===== config.mk =====
export PLATFORM = sky130hd
export DESIGN_NAME = router_output_allocator
export DESIGN_NICKNAME = d
export VERILOG_FILES = /design/src/rtl/router_output_allocator.sv
export SDC_FILE = /design/constraint.sdc
export NUM_CORES = 1
export LEC_CHECK = 0
export BUFFER_PORTS_ARGS = -buffer_cell sky130_fd_sc_hd__buf_4
export CORE_AREA = 2 2 64 72
export CTS_BUF_LIST = sky130_fd_sc_hd__clkbuf_8
export CTS_CLUSTER_DIAMETER = 150
export DETAILED_ROUTE_END_ITERATION = 8
export DIE_AREA = 0 0 66 74
export PLACE_DENSITY = 0.65
export SLEW_MARGIN = 20
export SYNTH_ARGS = -nofsm -noshare
export SYNTH_HDL_FRONTEND = slang
export SYNTH_SLANG_ARGS = --single-unit

===== constraint.sdc =====
create_clock -name clk_noc -period 5.7 [get_ports clk_noc]
set_input_delay 0.855 -clock clk_noc [delete_from_list [all_inputs] [get_ports clk_noc]]
set_output_delay 0.855 -clock clk_noc [all_outputs]
set_load 0.1 [all_outputs]

===== src/rtl/router_output_allocator.sv =====
// Per-output switch allocator: round-robin packet-granular arbitration with downstream credit tracking.
// Build option ROUTER_OUTPUT_ALLOC_STATS_EN adds saturating flit/stall statistics counters.
module router_output_allocator #(
  parameter int NUM_INPUTS        = 5,
  parameter int FLIT_BUFFER_DEPTH = 4,
  parameter int CREDIT_WIDTH      = $clog2(FLIT_BUFFER_DEPTH + 1),
  parameter int STAT_WIDTH        = 16,
  localparam int IDX_W            = (NUM_INPUTS > 1) ? $clog2(NUM_INPUTS) : 1
) (
  input  logic                    clk_noc,
  input  logic                    rst_n,
  input  logic [NUM_INPUTS-1:0]   req,
  input  logic [NUM_INPUTS-1:0]   req_is_tail,
  input  logic [NUM_INPUTS-1:0]   turn_disable,
  input  logic                    credit_in,
  output logic [NUM_INPUTS-1:0]   grant,
  output logic                    send_out,
  output logic [IDX_W-1:0]        grant_idx,
  output logic [CREDIT_WIDTH-1:0] credits,
  output logic                    locked,
  output logic                    credit_err
`ifdef ROUTER_OUTPUT_ALLOC_STATS_EN
  ,
  output logic [STAT_WIDTH-1:0]   flit_count,
  output logic [STAT_WIDTH-1:0]   stall_count
`endif
);

  typedef enum logic {IDLE = 1'b0, LOCKED = 1'b1} state_t;

  localparam logic [CREDIT_WIDTH-1:0] CREDIT_MAX = CREDIT_WIDTH'(FLIT_BUFFER_DEPTH);
  localparam logic [CREDIT_WIDTH-1:0] CREDIT_ONE = CREDIT_WIDTH'(1);
  localparam logic [IDX_W-1:0]        LAST_IDX   = IDX_W'(NUM_INPUTS - 1);

  state_t                  state_reg, state_next;
  logic [IDX_W-1:0]        owner_reg, owner_next;
  logic [IDX_W-1:0]        rr_ptr_reg, rr_ptr_next;
  logic [CREDIT_WIDTH-1:0] credits_reg, credits_next;
  logic                    credit_err_reg, credit_err_next;

  logic [NUM_INPUTS-1:0]   elig;
  logic                    rr_found;
  logic [IDX_W-1:0]        rr_pick;
  logic                    has_credit;
  logic                    send;
  logic [IDX_W-1:0]        sel_idx;
  logic                    sel_tail;

  function automatic logic [IDX_W-1:0] next_idx(input logic [IDX_W-1:0] i);
    return (i == LAST_IDX) ? '0 : i + IDX_W'(1);
  endfunction

  assign elig       = req & ~turn_disable;
  assign has_credit = (credits_reg != '0);
  assign sel_tail   = req_is_tail[sel_idx];

  // Circular search for the first eligible input at or after rr_ptr.
  always_comb begin
    logic [IDX_W-1:0] cand;
    rr_found = 1'b0;
    rr_pick  = rr_ptr_reg;
    cand     = rr_ptr_reg;
    for (int k = 0; k < NUM_INPUTS; k++) begin
      if (!rr_found && elig[cand]) begin
        rr_found = 1'b1;
        rr_pick  = cand;
      end
      cand = next_idx(cand);
    end
  end

  always_ff @(posedge clk_noc or negedge rst_n) begin
    if (!rst_n) begin
      state_reg <= IDLE;
    end else begin
      state_reg <= state_next;
    end
  end

  always_comb begin
    state_next = state_reg;
    case (state_reg)
      IDLE:    if (send && !sel_tail) state_next = LOCKED;
      LOCKED:  if (send && sel_tail)  state_next = IDLE;
      default: state_next = IDLE;
    endcase
  end

  // Grant is combinational so the flit crosses the link in the cycle it is granted.
  always_comb begin
    send    = 1'b0;
    sel_idx = rr_pick;
    case (state_reg)
      IDLE: begin
        sel_idx = rr_pick;
        send    = rr_found && has_credit;
      end
      LOCKED: begin
        sel_idx = owner_reg;
        send    = req[owner_reg] && has_credit;
      end
      default: begin
        sel_idx = rr_pick;
        send    = 1'b0;
      end
    endcase
    if (!rst_n) begin
      send = 1'b0;
    end
  end

  for (genvar gi = 0; gi < NUM_INPUTS; gi++) begin : g_grant
    assign grant[gi] = send && (sel_idx == IDX_W'(gi));
  end

  assign send_out   = send;
  assign grant_idx  = sel_idx;
  assign locked     = (state_reg == LOCKED);
  assign credits    = credits_reg;
  assign credit_err = credit_err_reg;

  // Pointer moves past the winner on every packet start (IDLE) and on every tail.
  always_comb begin
    owner_next  = owner_reg;
    rr_ptr_next = rr_ptr_reg;
    if (send && (state_reg == IDLE) && !sel_tail) begin
      owner_next = sel_idx;
    end
    if (send && ((state_reg == IDLE) || sel_tail)) begin
      rr_ptr_next = next_idx(sel_idx);
    end
  end

  always_comb begin
    credits_next    = credits_reg;
    credit_err_next = credit_err_reg;
    if (credit_in && (credits_reg == CREDIT_MAX)) begin
      credit_err_next = 1'b1;
    end
    case ({send, credit_in})
      2'b10:   credits_next = credits_reg - CREDIT_ONE;
      2'b01:   if (credits_reg != CREDIT_MAX) credits_next = credits_reg + CREDIT_ONE;
      default: credits_next = credits_reg;
    endcase
  end

  always_ff @(posedge clk_noc or negedge rst_n) begin
    if (!rst_n) begin
      owner_reg      <= '0;
      rr_ptr_reg     <= '0;
      credits_reg    <= CREDIT_MAX;
      credit_err_reg <= 1'b0;
    end else begin
      owner_reg      <= owner_next;
      rr_ptr_reg     <= rr_ptr_next;
      credits_reg    <= credits_next;
      credit_err_reg <= credit_err_next;
    end
  end

`ifdef ROUTER_OUTPUT_ALLOC_STATS_EN
  logic [STAT_WIDTH-1:0] flit_count_reg;
  logic [STAT_WIDTH-1:0] stall_count_reg;
  logic                  stall_cond;

  // A stall is a cycle where an allocatable request is blocked only by lack of credit.
  assign stall_cond = !has_credit &&
                      ((state_reg == IDLE) ? (|elig) : req[owner_reg]);

  always_ff @(posedge clk_noc or negedge rst_n) begin
    if (!rst_n) begin
      flit_count_reg  <= '0;
      stall_count_reg <= '0;
    end else begin
      if (send && (flit_count_reg != '1)) begin
        flit_count_reg <= flit_count_reg + STAT_WIDTH'(1);
      end
      if (stall_cond && (stall_count_reg != '1)) begin
        stall_count_reg <= stall_count_reg + STAT_WIDTH'(1);
      end
    end
  end

  assign flit_count  = flit_count_reg;
  assign stall_count = stall_count_reg;
`else
  // Statistics omitted; allocation logic above is identical either way.
`endif

endmodule

======== After elaboration in Yosys (flattened, before gate mapping) ========
Index checks and enable logic that the tools add are counted.
word-level totals
  logic and storage cells ................. 98
  input port bits ......................... 18
  bits in registers ....................... 11
  output and inout port bits .............. 14
operators by class
  magnitude comparators ................... 7
  bitwise logic cells ..................... 3
  eq/ne operators ......................... 13
  add/sub/neg operators ................... 7
  multiplexer cells ....................... 36
  reductions and logical operators ........ 27
operators by type and width
  operator             number
  $mux 3               10
  $lt 3x4->1 const B   7
  $bmux 1 s3           7
  $add 3x1->3 const B  6
  $eq 3x3->1 const B   6
  $logic_and 1x1->1    17
  $mux 1               15
  $pmux 3 s2           2
  $eq 3x2->1 const B   2
  $and 5x5->5          1
  $logic_not 1->1      5
  $not 5->5            1
  $pmux 1 s2           2
  $eq 3x1->1 const B   1
  $logic_not 3->1      1
  $ne 3x3->1 const B   1
  $reduce_bool 3->1    1
  $sub 3x1->3 const B  1
  $eq 2x1->1 const B   1
  $eq 2x2->1 const B   1
  $ne 2x2->1 const B   1
  $reduce_and 2->1     1
  $reduce_bool 2->1    1
  $logic_or 1x1->1     1
  $not 1->1            1

======== Longest topological paths before layout ========
Gate-level depths: netlist (run 1).
  depth in word-level cells ............... 24
  gate-level depth with buffers ........... 22
  mapped depth without buffers ............ 21

======== Worst setup path after synthesis (run 1) ========
No wires, ideal clock.
  path kind ............................... register to output
  start point ............................. register rr_ptr_reg[0]
  end point ............................... output grant[4]
  buffers on the path ..................... 2
  arrival ................................. 6.517 ns
  path slack .............................. -1.672 ns
  stages on the path, launching flop included .. 18
  required time ........................... 4.845 ns
  path through ............................ dfrtp_1 clkbuf_1 inv_1 ha_1 a21oi_1 inv_1 ha_1 or4_4 and3_1 buf_6 or4_4 a221o_1 a2111o_1 a211oi_4 a2111o_1 o311a_1 nand2_1 nor2_1
between the ends
  elaborated cells on any way between the ends .. 45
  those cells by class .................... 4 x add/sub; 5 x eq/ne; 26 x mux; 10 x reduce/logical
RTL lines
  item                                                                  line  source
  from (decl)                                                           37    logic [IDX_W-1:0] rr_ptr_reg, rr_ptr_next;
  from (signal assigned)                                                155   rr_ptr_reg <= rr_ptr_next;
  parallel branches: the longest is 14 deep, another holds $add 3x1->3  n/a
  $mux 3 *                                                              64    if (!rr_found && elig[cand]) begin
  $pmux 3 s2 *                                                          93    case (state_reg)
  net grant_idx[2]                                                      18    output logic [IDX_W-1:0] grant_idx,
  $eq 3x3->1 *                                                          113   assign grant[gi] = send && (sel_idx == IDX_W'(gi));
  $logic_and 1x1->1 *                                                   113
  to (decl)                                                             16    output logic [NUM_INPUTS-1:0] grant,
Mark *: on every way through the listed nets, which the timed path passes. The select of a mux whose other input is x is not followed.

======== Final worst setup path (run 1) ========
  start point ............................. register rr_ptr_reg[0]
  end point ............................... output grant[0]
between the ends
  longest elaborated chain between the ends .. 19
  elaborated cells on any way between the ends .. 45
  those cells by class .................... 4 x add/sub; 4 x eq/ne; 26 x mux; 11 x reduce/logical
RTL lines
  item                                                                  line
  parallel branches: the longest is 18 deep, another holds $add 3x1->3  n/a
  $logic_and 1x1->1 *                                                   113
Mark *: on every way between the ends. The select of a mux whose other input is x is not followed.

==> results_dict.tcl, run 1 <==
set metrics [dict create \
    wl_mm 5.31 \
    ys_types 63 \
    worstHoldPathType "input pin to async pin" \
    grt_overflow_total 0 \
    synth_adder_area_share_pct 9.50 \
    holdWs_ns 0.452 \
    io_pins 32 \
    drive_above_1_share_pct 38.4 \
    viasPerCell 5.94 \
    syn-cell-area_mm2 0.00179 \
    setup_slack_ns 0.0438 \
    critical_path.max_fanout 4 \
    grt_pass1_wl_mm 8.66 \
    grt_pass1_vias 1831 \
    cts_tree "yes" \
    synth-compound-area-share_pct 26.2 \
    wl_per_cell_um 16.5 \
    yosys_most_used_dff "dfrtp_1" \
    finalSetupViolCount 0 \
    place_hpwl_mm 4.07 \
    muxShareOfSynthArea_pct 13.8 \
    synth-seq-cells 11 \
    dr.pass1.iters 4 \
    maxSlewViolCount 0 \
    layout.nets 300 \
    critPathArrivalTime_ns 4.80 \
    area_delta_synth_final_pct 36.3 \
    status "finished, final reports clean" \
    synth_top_family_by_area "simple AND/OR/NAND/NOR gates" \
    antenna_left 0 \
    cp-startpoint "rr_ptr_reg[0]" \
    cpPeakStageDelay_ns 0.51 \
    row_count 25 \
    cap_violations 0 \
    met3_length_um 189 \
    clock_latency_ns 0.23 \
    crit_chain "inv_4 > ha_4 > a21oi_4 > inv_1 > ha_4 > or4_4 > and3_4 > or4_4 > a221o_1 > a2111o_1 > a211oi_4 > buf_6 > a211oi_4 > o31ai_4 > buf_6 > inv_2 > ha_2 > and3_4 > buf_12" \
    design.core.area_mm2 0.00419 \
    route.detailed.drc 0 \
    synthCells 218 \
    multi_input_area_mm2 0.00155 \
    synth_edf_count 0 \
    n_antenna_cell 0 \
    critPathLaunchType "flip-flop" \
    worstSetupPathType "flip-flop to output port" \
    worst_pin_slew_ns 0.490 \
    hold_buffers 0 \
    start_util_pct 42.7 \
    cts-root-buf "clkbuf_8" \
    period_needed_ns 5.66 \
    antenna_found_initial 0 \
    die_h_um 74 \
    wl_met1_mm 2.35 \
    synth_fp_nets 249 \
    die_w_um 66 \
    final_cell_mix "buf_4 (47), nand2_1 (16), nor2_1 (14)" \
    path_buf_inv 6 \
    ys_seq_area_share_pct 15.4 \
    vias 1912 \
    fin_skew_ns 0.00197 \
    final_common_cell "buf_4" \
    cts.sink_count 11 \
    fmax_mhz 177 \
    synth-simple-area-share_pct 28.5 \
    slew_headroom_pct 66.4 \
    critical-path-top-delay-family "compound AO/OA/AOI/OAI gates" \
    ctsHtreeMaxLevel 1 \
    wl_met2_mm 2.69 \
    first_iter_violations 151 \
    dieArea_mm2 0.00488 \
    n_fill_cell 386 \
    place_ws_ns 0.129 \
    post-route-period-util_pct 99.2 \
    clock_tree.buffer_depth 2 \
    clkTransAtPathRegs_ns 0.05 \
    async_flop_share_pct 100 \
    grt.total_usage_pct 22.3 \
    slowest_stage "a2111o_1" \
    io_buffers 31 \
    dr.max_layer_used "met4" \
    gp_congestion 0.837 \
    cts_buffers 3 \
    end_kind "output port" \
    crit_required_ns 4.85 \
    syn_area_per_cell_um2 8.21 \
    ys_warn_count 0 \
    grt_max_degree 18 \
    finalHoldViolations 0 \
    regArea_um2 277 \
    r2r_start "rr_ptr_reg[0]" \
    synthXorXnorAreaFrac_pct 1.47 \
]
synth_stat cells, types with 3 or more instances:
library cell,count,area (µm²)
nand3_1,8,40.0
nor3_1,4,20.0
nand2b_1,9,56.3
and3_1,4,25.0
mux2i_1,9,90.1
clkbuf_1,6,22.5
dfrtp_1,10,250
o21ai_0,8,40.0
inv_1,12,45.0
nor3b_1,3,22.5
o311a_1,3,30.0
mux2_2,3,33.8
mux2_1,5,56.3
o31ai_1,3,22.5
or3_1,3,18.8
a31oi_1,5,31.3
nor2b_1,7,43.8
a211oi_2,3,37.5
nor2_1,15,56.3
o21ai_1,4,20.0
a21oi_1,6,30.0
mux4_2,3,67.6
nand2_1,17,63.8
ha_1,12,150
final cells by class:
| cell class | instances | share of cell area, % |
|---|---|---|
| Inverter | 14 | 2.41 |
| Timing Repair Buffer | 54 | 18.1 |
| Clock inverter | 1 | 0.205 |
| Clock buffer | 3 | 1.69 |
| Sequential cell | 11 | 11.3 |
| Tap cell | 54 | 2.77 |
| Multi-Input combinational cell | 185 | 63.5 |
through the flow:
step                std cells  utilization [%]  setup TNS (ns)  instance area (µm²)
detailed placement        306             52.9               0                 2220
global route              322             58.2          -0.307                 2440
floorplan                 218                -           -2.28                 1880
CTS                       312             54.4               0                 2280
finish                    322             58.2               0                 2440
global placement          306             52.9               0                 2220
final timing paths:
kind / cells past startpoint / slack [ns] / end
setup / recovery: 19 / 0.04 / grant[0]
hold / removal: 1 / 0.45 / owner_reg[0]
setup reg to reg: 18 / 0.80 / rr_ptr_reg[2]
hold reg to reg: 1 / 0.48 / credit_err
max in group asynchronous: 1 / 5.01 / credits[2]
min in group clk_noc: 1 / 0.48 / credit_err
cell families after synthesis:
logic type | Yosys count
and+or+nand+nor | 90
AOI/OAI and AO/OA | 59
buffers and inverters | 22
muxes | 20
adders and majority gates | 13
DFF | 11
xor gates and xnor gates | 3
repair_timing:
action / CTS / global route
pin swaps: 3 / 10
resized for setup: 1 / 17
setup buffers: 2 / 10
setup endpoints to repair: 5 / 5
cloned: 0 / 0
metal layers:
layer,vias to the layer above,track usage [%]
met5,-,0
li1,937,-
met3,8,1.82
met2,56,39.2
met4,0,5.44
met1,911,29.8
Power of run 1 is left out: the tool's default activity adds up to more than one toggle a clock period on the data nets, which glitch-free logic cannot reach.
==> inputs of run 2 (changes only) <==
--- a/config.mk
+++ b/config.mk
@@ -12,6 +12,7 @@
 export DETAILED_ROUTE_END_ITERATION = 8
 export DIE_AREA = 0 0 66 74
 export PLACE_DENSITY = 0.65
+export RECOVER_POWER = 50
 export SLEW_MARGIN = 20
 export SYNTH_ARGS = -nofsm -noshare
 export SYNTH_HDL_FRONTEND = slang
==> run 2 against run 1 <==
Net effect:
- worst hold slack better by 0.022 ns
- global-route usage unchanged
- routed wire length decreased by 0.47%
- die area stayed put
- critical path type unchanged
- worst setup slack better by 0.020 ns
- via count fell by 0.16%
- clock skew hardly changed
- cell count is the same
- count of clock-buffer cells in the layout unchanged
==> results_dict.tcl, run 2 (synthesis results as in run 1) <==
set metrics [dict create \
    status "finished, final reports clean" \
    start_util_pct 42.7 \
    fmax_mhz 177 \
    timing.rr.end "rr_ptr_reg[2]" \
    cap_violations 0 \
    place_hpwl_mm 4.07 \
    hold_end "credit_err" \
    critPathArrivalTime_ns 4.78 \
    reg2reg_depth 18 \
    grt_max_degree 18 \
    end_kind "output port" \
    finalSetupViolCount 0 \
    cts-root-buf "clkbuf_8" \
    dieArea_mm2 0.00488 \
    row_count 25 \
    place_area_mm2 0.00222 \
    grt_overflow_total 0 \
    wl_per_cell_um 16.4 \
    io_buffers 31 \
    slowest_stage "a2111o_1" \
    antenna_left 0 \
    r2r_start "rr_ptr_reg[0]" \
    period_needed_ns 5.64 \
    layout.nets 300 \
    wl_mm 5.28 \
    crit_chain "inv_4 > ha_4 > a21oi_4 > inv_1 > ha_4 > or4_4 > and3_4 > or4_4 > a221o_1 > a2111o_1 > a211oi_4 > buf_6 > a211oi_4 > o31ai_4 > buf_6 > inv_2 > ha_2 > and3_4 > buf_12" \
    cpPeakStageDelay_ns 0.51 \
    regArea_um2 277 \
    first_iter_violations 152 \
    clock_tree.buffer_depth 2 \
    finalHoldViolations 0 \
    ctsHtreeMaxLevel 1 \
    hold_start "credit_err" \
    vias 1909 \
    die_w_um 66 \
    final_area_mm2 0.00241 \
    critical_path.max_fanout 4 \
    antenna_found_initial 0 \
    worstSetupPathType "flip-flop to output port" \
    cts_tree "yes" \
    cts.sink_count 11 \
    drive_above_1_share_pct 35.8 \
    final_cell_mix "buf_4 (40), nand2_1 (16), nor2_1 (14)" \
    route.detailed.drc 0 \
    grt_pass1_wl_mm 8.66 \
    r2r_slack_ns 0.81 \
    n_antenna_cell 0 \
    design.core.area_mm2 0.00419 \
    cts_buffers 3 \
    maxSlewViolCount 0 \
    clock_latency_ns 0.23 \
    grt_pass1_vias 1831 \
    hold_buffers 0 \
    gp_congestion 0.837 \
    post-route-period-util_pct 98.9 \
    clkTransAtPathRegs_ns 0.05 \
    dr.pass1.iters 4 \
    worstHoldPathType "flip-flop to flip-flop" \
    io_pins 32 \
    hold_depth 1 \
    n_fill_cell 391 \
    slew_headroom_pct 22.6 \
    multi_input_area_mm2 0.00155 \
    die_h_um 74 \
    final_common_cell "buf_4" \
    area_delta_synth_final_pct 34.8 \
    crit_required_ns 4.85 \
    worst_pin_slew_ns 1.17 \
    fin_skew_ns 0.00200 \
    critPathLaunchType "flip-flop" \
    grt.total_usage_pct 22.3 \
    viasPerCell 5.93 \
]
==> run 2: cell types whose count changed in the layout (fill, tap and decap cells not counted), sizes merged <==
cell,before,now
buf,54,47
clkbuf,3,10
==> run 2: timing repair <==
item,4_1_cts,5_1_grt
resized for setup,1,17
buffers inserted,2,10
endpoints found under the setup margin,5,5
pin swaps,3,10
==> run 2: layer usage <==
| metal | GRT usage, % | vias up | wire (µm) | part of all wire, % |
|---|---|---|---|---|
| met4 | 5.44 | 0 | 60 | 1.1 |
| li1 | - | 936 | - | - |
| met3 | 1.82 | 6 | 220 | 4.2 |
| met5 | 0 | - | 0 | 0 |
| met1 | 29.8 | 906 | 2330 | 44 |
| met2 | 39.2 | 61 | 2670 | 51 |
==> run 2: final cells by class <==
cell class	count	share of cell area [%]
Multi-Input combinational cell	185	64.2
Timing Repair Buffer	54	17.2
Sequential cell	11	11.5
Tap cell	54	2.80
Inverter	14	2.44
Clock buffer	3	1.71
Clock inverter	1	0.207
==> run 2: how the worst max path moves through the flow <==
stage / slack (ns) / from / endpoint
final: 0.06 / rr_ptr_reg[0] / grant[0]
after global routing: -0.08 / rr_ptr_reg[0] / grant[3]
after CTS: 0.01 / rr_ptr_reg[1] / grant[0]
after detailed placement: 0.13 / rr_ptr_reg[0] / grant[3]
after global placement: 0.14 / rr_ptr_reg[0] / grant[0]
after floorplan: -0.59 / rr_ptr_reg[0] / grant[3]
==> run 2: metrics by stage <==
stage	utilization (%)	setup TNS, ns	std cells	setup WS, ns	hold WS, ns
after floorplan	-	-2.28	218	-0.587	0.552
final	57.6	0	322	0.0639	0.474
after global routing	57.6	-0.307	322	-0.0844	0.490
after CTS	54.4	0	312	0.0119	0.454
after global placement	52.9	0	306	0.137	0.471
after detailed placement	52.9	0	306	0.129	0.460
==> run 2: worst max-delay path, delay by kind of cell, from the launching register on <==
family          cells  cell delay [ns]
buf+inv             6             0.66
fa+ha+maj           3             0.53
simple gates        4             1.28
compound gates      6             1.67
flops               1             0.40
Power of run 2 is left out for the same reason.
==> inputs of run 3 (changes only) <==
--- a/config.mk
+++ b/config.mk
@@ -6,12 +6,12 @@
 export NUM_CORES = 1
 export LEC_CHECK = 0
 export BUFFER_PORTS_ARGS = -buffer_cell sky130_fd_sc_hd__buf_4
-export CORE_AREA = 2 2 64 72
+export CORE_AREA = 2 2 67 76
 export CTS_BUF_LIST = sky130_fd_sc_hd__clkbuf_8
 export CTS_CLUSTER_DIAMETER = 150
 export DETAILED_ROUTE_END_ITERATION = 8
-export DIE_AREA = 0 0 66 74
-export PLACE_DENSITY = 0.65
+export DIE_AREA = 0 0 69 78
+export PLACE_DENSITY = 0.59
 export RECOVER_POWER = 50
 export SLEW_MARGIN = 20
 export SYNTH_ARGS = -nofsm -noshare
==> run 3 against run 2 <==
Net effect:
- worst setup slack improved by 0.049 ns
- global-route usage fell by 3.8 points
- clock skew fell by 0.0014 ns
- sequential share of layout area rose by 0.10 points
- fmax rose by 0.87%
- register-to-register slack barely moved
- critical path depth fell by 3
- cell count fell by 0.62%
- via count fell by 3.0%
- cell area fell by 0.88%
- worst hold slack improved by 0.00076 ns
==> results_dict.tcl, run 3 (synthesis results as in run 1) <==
set metrics [dict create \
    status "finished, final reports clean" \
    design.core.area_mm2 0.00455 \
    cp-startpoint "rr_ptr_reg[0]" \
    setup_slack_ns 0.112 \
    critical_path.max_fanout 10 \
    final_cell_mix "buf_4 (36), nand2_1 (17), nor2_1 (14)" \
    n_fill_cell 454 \
    maxSlewViolCount 0 \
    hold_buffers 0 \
    period_needed_ns 5.59 \
    cap_violations 0 \
    multi_input_area_mm2 0.00155 \
    clock_tree.buffer_depth 2 \
    regArea_um2 277 \
    viasPerCell 5.78 \
    cts-root-buf "clkbuf_8" \
    worst_pin_slew_ns 1.16 \
    use_met3_pct 2.08 \
    finalSetupViolCount 0 \
    worstSetupPathType "flip-flop to output port" \
    grt_pass1_vias 1709 \
    start_util_pct 39.3 \
    layout.nets 296 \
    hold_start "credit_err" \
    clkTransAtPathRegs_ns 0.05 \
    row_count 26 \
    route.detailed.drc 0 \
    place_hpwl_mm 4.10 \
    critPathLaunchType "flip-flop" \
    die_w_um 69 \
    rsz0062_at_grt "false" \
    final_common_cell "buf_4" \
    die_h_um 78 \
    first_iter_violations 92 \
    grt_overflow_total 0 \
    crit_required_ns 4.85 \
    cts.sink_count 11 \
    drive_above_1_share_pct 34.8 \
    area_delta_synth_final_pct 33.6 \
    grt.total_usage_pct 18.4 \
    fin_skew_ns 0.000599 \
    grt_max_degree 18 \
    r2r_slack_ns 0.81 \
    finalHoldViolations 0 \
    slew_headroom_pct 23.0 \
    wl_mm 5.20 \
    fmax_mhz 179 \
    cts_tree "yes" \
    r2r_start "rr_ptr_reg[0]" \
    grt_busiest_layer "met2" \
    cts_buffers 3 \
    io_buffers 31 \
    wl_per_cell_um 16.3 \
    n_antenna_cell 0 \
    antenna_found_initial 0 \
    dr.pass1.iters 4 \
    critPathArrivalTime_ns 4.73 \
    use_met1_pct 23.7 \
    grt_pass1_wl_mm 8.20 \
    antenna_left 0 \
    post-route-period-util_pct 98.0 \
    ctsHtreeMaxLevel 1 \
    worstHoldPathType "flip-flop to flip-flop" \
    dieArea_mm2 0.00538 \
    end_kind "output port" \
    clock_latency_ns 0.24 \
    gp_congestion 0.824 \
    grt.met2_usage_pct 32.6 \
    place_ws_ns 0.122 \
    io_pins 32 \
    vias 1851 \
]
[run 3: cell types whose count changed in the layout (fill, tap and decap cells not counted), sizes merged]
cell  before  now
buf       47   43
[run 3: critical path, cell delays in order (launching register included)]
cell and delay (ns):
dfrtp_1 0.42, buf_4 0.20, ha_2 0.25, or4_4 0.55
and3_4 0.20, or4_4 0.48, a221o_1 0.38, a2111o_1 0.48
a211oi_4 0.26, buf_6 0.16, a211oi_4 0.06, o31ai_4 0.32
buf_6 0.17, inv_2 0.05, ha_2 0.18, and3_4 0.15
buf_8 0.17
[run 3: routing by layer]
layer | wire length [µm] | share of wire [%]
met1 | 2280 | 44
met5 | 0 | 0
met3 | 240 | 4.6
met4 | 87 | 1.7
met2 | 2590 | 50
[run 3: stage by stage]
| step | hold WS [ns] | utilization, % | instances | area, µm² | setup TNS [ns] |
|---|---|---|---|---|---|
| floorplan | 0.552 | - | 218 | 1880 | -2.28 |
| detailed placement | 0.464 | 48.8 | 308 | 2220 | 0 |
| CTS | 0.448 | 50.2 | 314 | 2280 | 0 |
| finish | 0.475 | 52.5 | 320 | 2390 | 0 |
| global placement | 0.463 | 48.8 | 308 | 2220 | 0 |
| global route | 0.488 | 52.5 | 320 | 2390 | 0 |
[run 3: path summary, 6_finish.rpt]
path / end / depth (start not counted)
min in group asynchronous: credit_err / 1
worst max register to register: rr_ptr_reg[2] / 15
worst max-delay path: grant[0] / 16
worst min register to register: credit_err / 1
max in group asynchronous: owner_reg[2] / 1
worst min-delay path: credit_err / 1
[run 3: what timing repair did]
action	CTS	global route
pin swaps	4	7
setup endpoints to repair	5	5
setup buffers	2	6
resized for setup	1	18
[run 3: cell type report]
cell class                      instances  area share (%)
Inverter                               14            2.46
Clock buffer                            3            1.73
Sequential cell                        11            11.6
Tap cell                               56            2.93
Multi-Input combinational cell        185            65.0
Timing Repair Buffer                   50            16.2
Clock inverter                          1           0.209
Power of run 3 is left out for the same reason.
